--- src/rtl/muldiv_unit.sv ---
`default_nettype none
// ============================================================================
// Module      : muldiv_unit
// Description : RV32M execute-stage multiply/divide unit. Two-cycle multiply,
//               32-step restoring divider, stall while busy, 1-cycle done.
// Revision    : 1.0 - initial release
// ============================================================================
module muldiv_unit #(
  parameter int XLEN      = 32,
  parameter int DIV_ITERS = 32
) (
  input  logic            clk,
  input  logic            rst,
  input  logic            start,
  input  logic            flush,
  input  logic [2:0]      func3,
  input  logic [XLEN-1:0] op_a,
  input  logic [XLEN-1:0] op_b,
  output logic            stall,
  output logic            done,
  output logic [XLEN-1:0] result,
  output logic            busy
);

  localparam int CNT_W = $clog2(DIV_ITERS);
  localparam logic [CNT_W-1:0] LAST_ITER = CNT_W'(DIV_ITERS - 1);

  typedef enum logic [1:0] {
    S_IDLE = 2'd0,
    S_MUL  = 2'd1,
    S_DIV  = 2'd2,
    S_DONE = 2'd3
  } state_t;

  state_t            state_q, state_d;
  logic [1:0]        op_q, op_d;
  logic [XLEN-1:0]   a_q, a_d;
  logic [XLEN-1:0]   b_q, b_d;
  logic [XLEN-1:0]   rem_q, rem_d;
  logic [CNT_W-1:0]  cnt_q, cnt_d;
  logic              neg_quot_q, neg_quot_d;
  logic              neg_rem_q, neg_rem_d;
  logic              done_q, done_d;
  logic [XLEN-1:0]   result_q, result_d;

  // Operand classification at latch time
  logic            in_sdiv, in_div_zero, in_ovf;
  logic [XLEN-1:0] in_mag_a, in_mag_b, in_special;
  assign in_sdiv     = func3[2] & ~func3[0];
  assign in_div_zero = (op_b == '0);
  assign in_ovf      = in_sdiv & (op_a == {1'b1, {(XLEN-1){1'b0}}}) & (op_b == '1);
  assign in_mag_a    = (in_sdiv & op_a[XLEN-1]) ? -op_a : op_a;
  assign in_mag_b    = (in_sdiv & op_b[XLEN-1]) ? -op_b : op_b;
  assign in_special  = func3[1] ? (in_div_zero ? op_a : '0)
                                : (in_div_zero ? '1   : op_a);

  // Multiplier: op_q 01=MULH (s*s), 10=MULHSU (s*u), 00/11 unsigned
  logic              mul_a_signed, mul_b_signed;
  logic [2*XLEN-1:0] mul_a_ext, mul_b_ext, mul_prod;
  logic [XLEN-1:0]   mul_res;
  assign mul_a_signed = (op_q == 2'b01) | (op_q == 2'b10);
  assign mul_b_signed = (op_q == 2'b01);
  assign mul_a_ext    = {{XLEN{mul_a_signed & a_q[XLEN-1]}}, a_q};
  assign mul_b_ext    = {{XLEN{mul_b_signed & b_q[XLEN-1]}}, b_q};
  assign mul_prod     = mul_a_ext * mul_b_ext;
  assign mul_res      = (op_q == 2'b00) ? mul_prod[XLEN-1:0] : mul_prod[2*XLEN-1:XLEN];

  // Restoring divide step: a_q shifts out dividend bits and collects quotient bits
  logic [XLEN:0]   rem_sh;
  logic            q_bit;
  logic [XLEN-1:0] rem_nx, quot_nx, quot_fin, rem_fin, div_res;
  assign rem_sh   = {rem_q, a_q[XLEN-1]};
  assign q_bit    = (rem_sh >= {1'b0, b_q});
  assign rem_nx   = q_bit ? (rem_sh[XLEN-1:0] - b_q) : rem_sh[XLEN-1:0];
  assign quot_nx  = {a_q[XLEN-2:0], q_bit};
  assign quot_fin = neg_quot_q ? -quot_nx : quot_nx;
  assign rem_fin  = neg_rem_q  ? -rem_nx  : rem_nx;
  assign div_res  = op_q[1] ? rem_fin : quot_fin;

  always_comb begin
    state_d    = state_q;
    op_d       = op_q;
    a_d        = a_q;
    b_d        = b_q;
    rem_d      = rem_q;
    cnt_d      = cnt_q;
    neg_quot_d = neg_quot_q;
    neg_rem_d  = neg_rem_q;
    result_d   = result_q;
    stall      = 1'b0;

    case (state_q)
      S_IDLE: begin
        if (start & ~flush) begin
          stall      = 1'b1;
          op_d       = func3[1:0];
          rem_d      = '0;
          cnt_d      = '0;
          neg_quot_d = in_sdiv & (op_a[XLEN-1] ^ op_b[XLEN-1]);
          neg_rem_d  = in_sdiv & op_a[XLEN-1];
          if (!func3[2]) begin
            state_d = S_MUL;
            a_d     = op_a;
            b_d     = op_b;
          end else if (in_div_zero | in_ovf) begin
            state_d  = S_DONE;
            result_d = in_special;
          end else begin
            state_d = S_DIV;
            a_d     = in_mag_a;
            b_d     = in_mag_b;
          end
        end
      end
      S_MUL: begin
        stall    = 1'b1;
        result_d = mul_res;
        state_d  = S_DONE;
      end
      S_DIV: begin
        stall = 1'b1;
        a_d   = quot_nx;
        rem_d = rem_nx;
        cnt_d = cnt_q + CNT_W'(1);
        if (cnt_q == LAST_ITER) begin
          result_d = div_res;
          state_d  = S_DONE;
        end
      end
      S_DONE:  state_d = S_IDLE;
      default: state_d = S_IDLE;
    endcase

    // A killed op leaves nothing behind; the last presented result survives
    if (flush) begin
      state_d    = S_IDLE;
      op_d       = '0;
      a_d        = '0;
      b_d        = '0;
      rem_d      = '0;
      cnt_d      = '0;
      neg_quot_d = 1'b0;
      neg_rem_d  = 1'b0;
      result_d   = result_q;
    end

    done_d = (state_d == S_DONE);
  end

  always_ff @(posedge clk) begin
    if (rst) begin
      state_q    <= S_IDLE;
      op_q       <= '0;
      a_q        <= '0;
      b_q        <= '0;
      rem_q      <= '0;
      cnt_q      <= '0;
      neg_quot_q <= 1'b0;
      neg_rem_q  <= 1'b0;
      done_q     <= 1'b0;
      result_q   <= '0;
    end else begin
      state_q    <= state_d;
      op_q       <= op_d;
      a_q        <= a_d;
      b_q        <= b_d;
      rem_q      <= rem_d;
      cnt_q      <= cnt_d;
      neg_quot_q <= neg_quot_d;
      neg_rem_q  <= neg_rem_d;
      done_q     <= done_d;
      result_q   <= result_d;
    end
  end

  assign done   = done_q;
  assign result = result_q;
  assign busy   = (state_q != S_IDLE);

endmodule
`default_nettype wire
--- config.mk ---
export PLATFORM = sky130hd
export DESIGN_NAME = muldiv_unit
export DESIGN_NICKNAME = d
export VERILOG_FILES = /design/src/rtl/muldiv_unit.sv
export SDC_FILE = /design/constraint.sdc
export NUM_CORES = 2
export LEC_CHECK = 0
export CORE_UTILIZATION = 40
export CTS_CLUSTER_DIAMETER = 30
export DETAILED_ROUTE_END_ITERATION = 10
export GPL_TIMING_DRIVEN = 0
export PLACE_DENSITY = 0.61
export SLEW_MARGIN = 20
export SYNTH_ARGS = -nofsm -noshare
export SYNTH_HDL_FRONTEND = slang
export SYNTH_SLANG_ARGS = --single-unit
--- constraint.sdc ---
create_clock -name clk -period 11.3 [get_ports clk]
set_input_delay 1.13 -clock clk [delete_from_list [all_inputs] [get_ports clk]]
set_output_delay 1.13 -clock clk [all_outputs]
set_load 0.02 [all_outputs]
Word-level counts from Yosys, hierarchy flattened
Index checks and enable logic that the tools add are counted.

Register bits: 140. Input port bits: 71.

$add $sub $neg: 6. Multiply operators: 1. Order comparisons: 1. Equal/unequal tests: 15. Mux-type cells: 33. Bitwise logic cells: 14. Reduce and logical (&&, ||, !) cells: 13.

Operators with widths (count): $mux 32 (20); $neg 32->32 (4); $pmux 32 s2 (2); $pmux 32 s3 (1); $eq 32x32->1 const B (2); $mul 33x33->64 (1); $ge 33x32->1 (1); $logic_not 32->1 (1); $sub 32x32->32 (1); $ne 2x2->1 const B (5); $pmux 5 s2 (1); $and 1x1->1 (9); $eq 2x2->1 const B (4); $mux 2 (4); $pmux 2 s4 (1); $reduce_and 3->1 (2); $reduce_and 6->1 (1); $add 5x1->5 const B (1); $eq 5x5->1 const B (1); $mux 5 (1); $eq 2x1->1 const B (2); $logic_not 2->1 (2); $reduce_and 2->1 (2); $reduce_bool 2->1 (2); other kinds (8) (12).

Logic depth before layout (Yosys ltp)
Depth in word-level cells: 11. Gate-level depth with buffers: 36. Depth with buffers taken out: 32.

Worst setup path before layout
No wires, ideal clock.

Path kind: register to register. Start: register op_q[1]. End: register result_q[28], in the netlist result[28]. Setup time: 0.120 ns. Arrival: 8.968 ns. Data required time: 11.180 ns. Slack: 2.212 ns. Stages on the path, launching flop included: 35. Path buffers: 3. Path through: dfxtp_1 > inv_1 > clkbuf_1 > ha_1 > and2_1 > clkbuf_1 > clkbuf_1 > nand2_1 > inv_1 > fa_1 > inv_1 > fa_1 > inv_1 > fa_1 > fa_1 > inv_1 > fa_1 > inv_1 > fa_1 > inv_1 > fa_1 > fa_1 > inv_1 > ha_1 > a21o_1 > a31oi_1 > o21ai_0 > a21oi_1 > nor2b_1 > a41o_1 > o41ai_1 > o21bai_1 > xnor2_1 > o221ai_1 > a211o_1.

Word-level cells in the longest chain between the ends: 6. Elaborated cells on any way between the ends: 11.

Ends and longest elaborated chain: from (decl) (line 36) `logic [1:0] op_q, op_d;`; from (signal assigned) (line 164) `op_q <= op_d;`; $eq 2x1->1 / $eq 2x2->1 (equally long branches) (line 61, 62); $or 1x1->1 (line 61) `assign mul_a_signed = (op_q == 2'b01) | (op_q == 2'b10);`; $and 1x1->1 (line 63) `assign mul_a_ext = {{XLEN{mul_a_signed & a_q[XLEN-1]}}, a_q};`; $mul 33x33->64 (line 65) `assign mul_prod = mul_a_ext * mul_b_ext;`; $mux 32 (line 66) `assign mul_res = (op_q == 2'b00) ? mul_prod[XLEN-1:0] : mul_prod[2*XLEN-1:XLEN];`; $pmux 32 s3 (*) (line 92) `case (state_q)`; to (signal assigned) (line 172) `result_q <= result_d;`; to (decl) (line 44) `logic [XLEN-1:0] result_q, result_d;`.

Mark *: on every way between the ends. The rest lies on a longest branch, timed or not. The select of a mux whose other input is x is not followed. A chain may end at the register's enable or synchronous reset.

Worst setup path after layout
Same ends and word-level chain as after synthesis.

==> metrics.md <==
| Metric | Value |
|---|---|
| Status | `finished, final reports clean` |
| Drt initial violations | `5470` |
| Post-synthesis mux area share | `0.6094%` |
| Place WS | `-0.5619 ns` |
| Final-report setup violation count | `0` |
| Chip width | `356.6 µm` |
| Worst EP required | `11.66 ns` |
| Final Util | `43.60%` |
| Worst Path Class, Setup | `reg2reg` |
| Top delay family on crit path | `adder cells` |
| Wire per inst | `28.09 µm` |
| Worst Tran Pin Value | `1.321 ns` |
| Top-area cell type share of the netlist area | `44.81%` |
| Max incr delay on CP | `0.80 ns` |
| Num ports | `106` |
| Fillers | `12610` |
| Effective utilization at floorplan | `40.48%` |
| Die Height | `356.6 µm` |
| Post-synth top cells | `inv_1 (1253), fa_1 (1126), nand2_1 (952)` |
| Global-route wire length before repair | `315000 µm` |
| Worst setup SP type | `flip-flop` |
| TritonCTS sink count | `140` |
| GRT Total Usage | `34.99%` |
| Die area | `127200 µm²` |
| Hold crit path type | `reg2reg` |
| Count leader, synth | `inv_1` |
| Clock Latency Late Sink | `0.46 ns` |
| CTS Hold Buffers Added | `0` |
| Max Buffers Root-to-Sink | `2` |
| DRT Pass-1 Iters | `8` |
| Crit Path Max Fanout | `10` |
| Final wirelength | `220900 µm` |
| Fin cells | `7864` |
| Largest net degree at the start of global routing | `17` |
| Area share of xor/xnor cells in the synthesized design | `3.569%` |
| Simple-gate area share of the yosys netlist | `17.09%` |
| Synth Flop Type | `dfxtp_1` |
| Worst VDD drop | `0.07533 mV` |
| Final period utilization | `98.35%` |
| Core area | `124300 µm²` |
| Fin nets | `7642` |
| Vias in the first global route | `44790` |
| Asr flop ratio synth | `0%` |
| Worst Clk Skew | `0.01674 ns` |
| Synth Cell Area | `50310 µm²` |
| Total nets after synthesis | `7514` |
| CP bufs+invs | `10` |
| Final ANT Viol Nets | `0` |
| Slew Limit Fails | `0` |
| Post-Syn Area per Cell | `8.303 µm²` |
| Routability cong. | `1.099` |
| Worst setup margin | `0.1864 ns` |
| PD cells | `42.03 nW/µm²` |
| Tmin final | `11.11 ns` |
| Leakage | `24.02 nW` |
| Slowest library cell on the worst path | `fa_2` |
| Yosys warning total | `0` |
| Fmax | `0.08998 GHz` |
| Crit. End Element | `flip-flop` |
| Clock H-tree levels | `4` |
| Synth area leader | `fa_1` |
| Worst EP arrival | `11.47 ns` |
| Largest family of logic cells by synthesized area | `adder cells` |
| Total congestion overflow | `0` |
| Routed vias/inst | `5.695` |
| Sequential fraction of the synthesis area | `5.571%` |
| Placed insts | `7800` |
| DRC viols | `0` |
| Post-Synth Adder-Cell Area | `51.23%` |
| Post-synth EDFFs | `0` |
| Max Cap Violations | `0` |
| Area of the multi-input gates | `41350 µm²` |
| Initial antenna violation count | `46` |
| CTS tree | `yes` |
| Synth Register Bits | `140` |
| Area grow syn2layout | `7.708%` |
| Clock transition at path regs | `0.07 ns` |
| Synth top area cells | `fa_1 (45%), inv_1 (9.3%), nand2_1 (7.1%)` |
| Compound-Gate Fraction of Synth Area | `9.643%` |
| Rel. slew slack | `11.91%` |
| Final Hold Viols | `0` |
| DP HPWL | `184900 µm` |
| Library cells used by synthesis | `84` |
| R2R Setup Slk | `0.19 ns` |
| Via count | `44780` |
| Site Rows | `129` |
| Root Buffer | `clkbuf_16` |
| CTS buffer count | `17` |
| Post-Synthesis Cells | `6059` |
| # port buffers | `102` |
| Layout cells sized above 1 | `2.065%` |
| Register area | `2803 µm²` |
-- through the flow --
stage | total power [mW] | area [µm²] | TNS, ns | hold WS (ns)
global placement | 1.610 | 53370 | -0.9324 | 0.4803
CTS | 2.214 | 54040 | 0 | 0.5015
detailed placement | 1.611 | 53440 | -0.8042 | 0.4811
finish | 2.277 | 54180 | 0 | 0.5048
global route | 2.336 | 54160 | -0.01874 | 0.5257
floorplan | 1.136 | 50310 | 0 | 0.4536
-- cell usage in the layout (no fill, tap or decap), types with 17 or more instances in the layout --
| cell type | instances |
|---|---|
| inv_1 | 1252 |
| fa_1 | 1124 |
| nand2_1 | 952 |
| nor2_1 | 398 |
| clkbuf_1 | 294 |
| ha_1 | 257 |
| and2_1 | 245 |
| a21oi_1 | 226 |
| dfxtp_1 | 140 |
| xnor2_1 | 123 |
| o21ai_0 | 121 |
| clkdlybuf4s50_1 | 102 |
| xor2_1 | 82 |
| a211oi_1 | 59 |
| a21o_1 | 54 |
| nor3_1 | 52 |
| or3_1 | 50 |
| nand3_1 | 48 |
| buf_1 | 46 |
| nor4_1 | 31 |
| and3_1 | 31 |
| o31ai_1 | 31 |
| a221oi_1 | 28 |
| diode_2 | 27 |
| a31oi_1 | 27 |
| mux2i_1 | 25 |
| o211ai_1 | 23 |
| o21a_1 | 22 |
| nand2b_1 | 21 |
| clkbuf_2 | 20 |
| nor2b_1 | 19 |
| a22oi_1 | 19 |
| or2_2 | 18 |
| clkbuf_16 | 17 |
-- logic make-up (layout without fill, tap and decap cells) --
logic type | Yosys count | count (layout)
AO/OA/AOI/OAI | 742 | 742
flip-flops | 140 | 140
buffers and inverters | 1636 | 1777
AND/OR/NAND/NOR | 1922 | 1922
XOR/XNOR | 205 | 205
adder cells (fa/ha/maj) | 1384 | 1384
multiplexers | 30 | 30
other | 0 | 27
-- per-layer routing --
layer	routed length [µm]	global-route usage [%]	vias up
met2	93810	51.15	2764
met1	85150	45.95	22730
met5	126	0	-
li1	-	-	18710
met3	26860	10.36	556
met4	14970	20.20	18
-- final timing paths --
kind	startpoint	to	depth (start not counted)
worst max register to register	op_q[1]	result[28]	33
worst max-delay path	op_q[1]	result[28]	33
worst min register to register	result[0]	result[0]	2
worst min-delay path	result[0]	result[0]	2
-- repair_timing --
| item | CTS | global route |
|---|---|---|
| setup buffers | 0 | 5 |
| hold endpoints to repair | 0 | 0 |
| gates resized for setup | 3 | 4 |
| endpoints found under the setup margin | 2 | 6 |
-- worst reg2reg max path: cells and delay by family, from the launching register on --
family | cells | cell delay (ns)
simple gates | 3 | 0.34
fa+ha+maj | 10 | 5.13
flops | 1 | 0.57
buf+inv | 10 | 2.31
xor+xnor | 1 | 0.37
compound gates | 9 | 2.27
-- where the power goes --
part,switching (mW),internal [mW],total [mW]
combinational,0.832,0.316,1.15
clock,0.275,0.335,0.610
sequential,0.0155,0.504,0.520
total,1.12,1.15,2.28
-- area by class of cell --
class / instances / share of cell area [%]
multi-input cells: 4283 / 76.31
inverters: 1256 / 8.708
flip-flops and latches: 140 / 5.173
well taps: 1637 / 3.780
plain buffers: 379 / 2.755
repair buffers: 110 / 2.046
clock buffers: 18 / 0.8105
clock inverters: 14 / 0.2887
diodes: 27 / 0.1247
-- state kept, by name (all words and copies together) (netlist names) --
| signal | flops |
|---|---|
| neg_rem_q | 1 |
| state_q | 2 |
| op_q | 2 |
| cnt_q | 5 |
| b_q | 32 |
| result | 32 |
| a_q | 32 |
| rem_q | 32 |
| neg_quot_q | 1 |
| done | 1 |
Power figures use the tool's default switching activity.
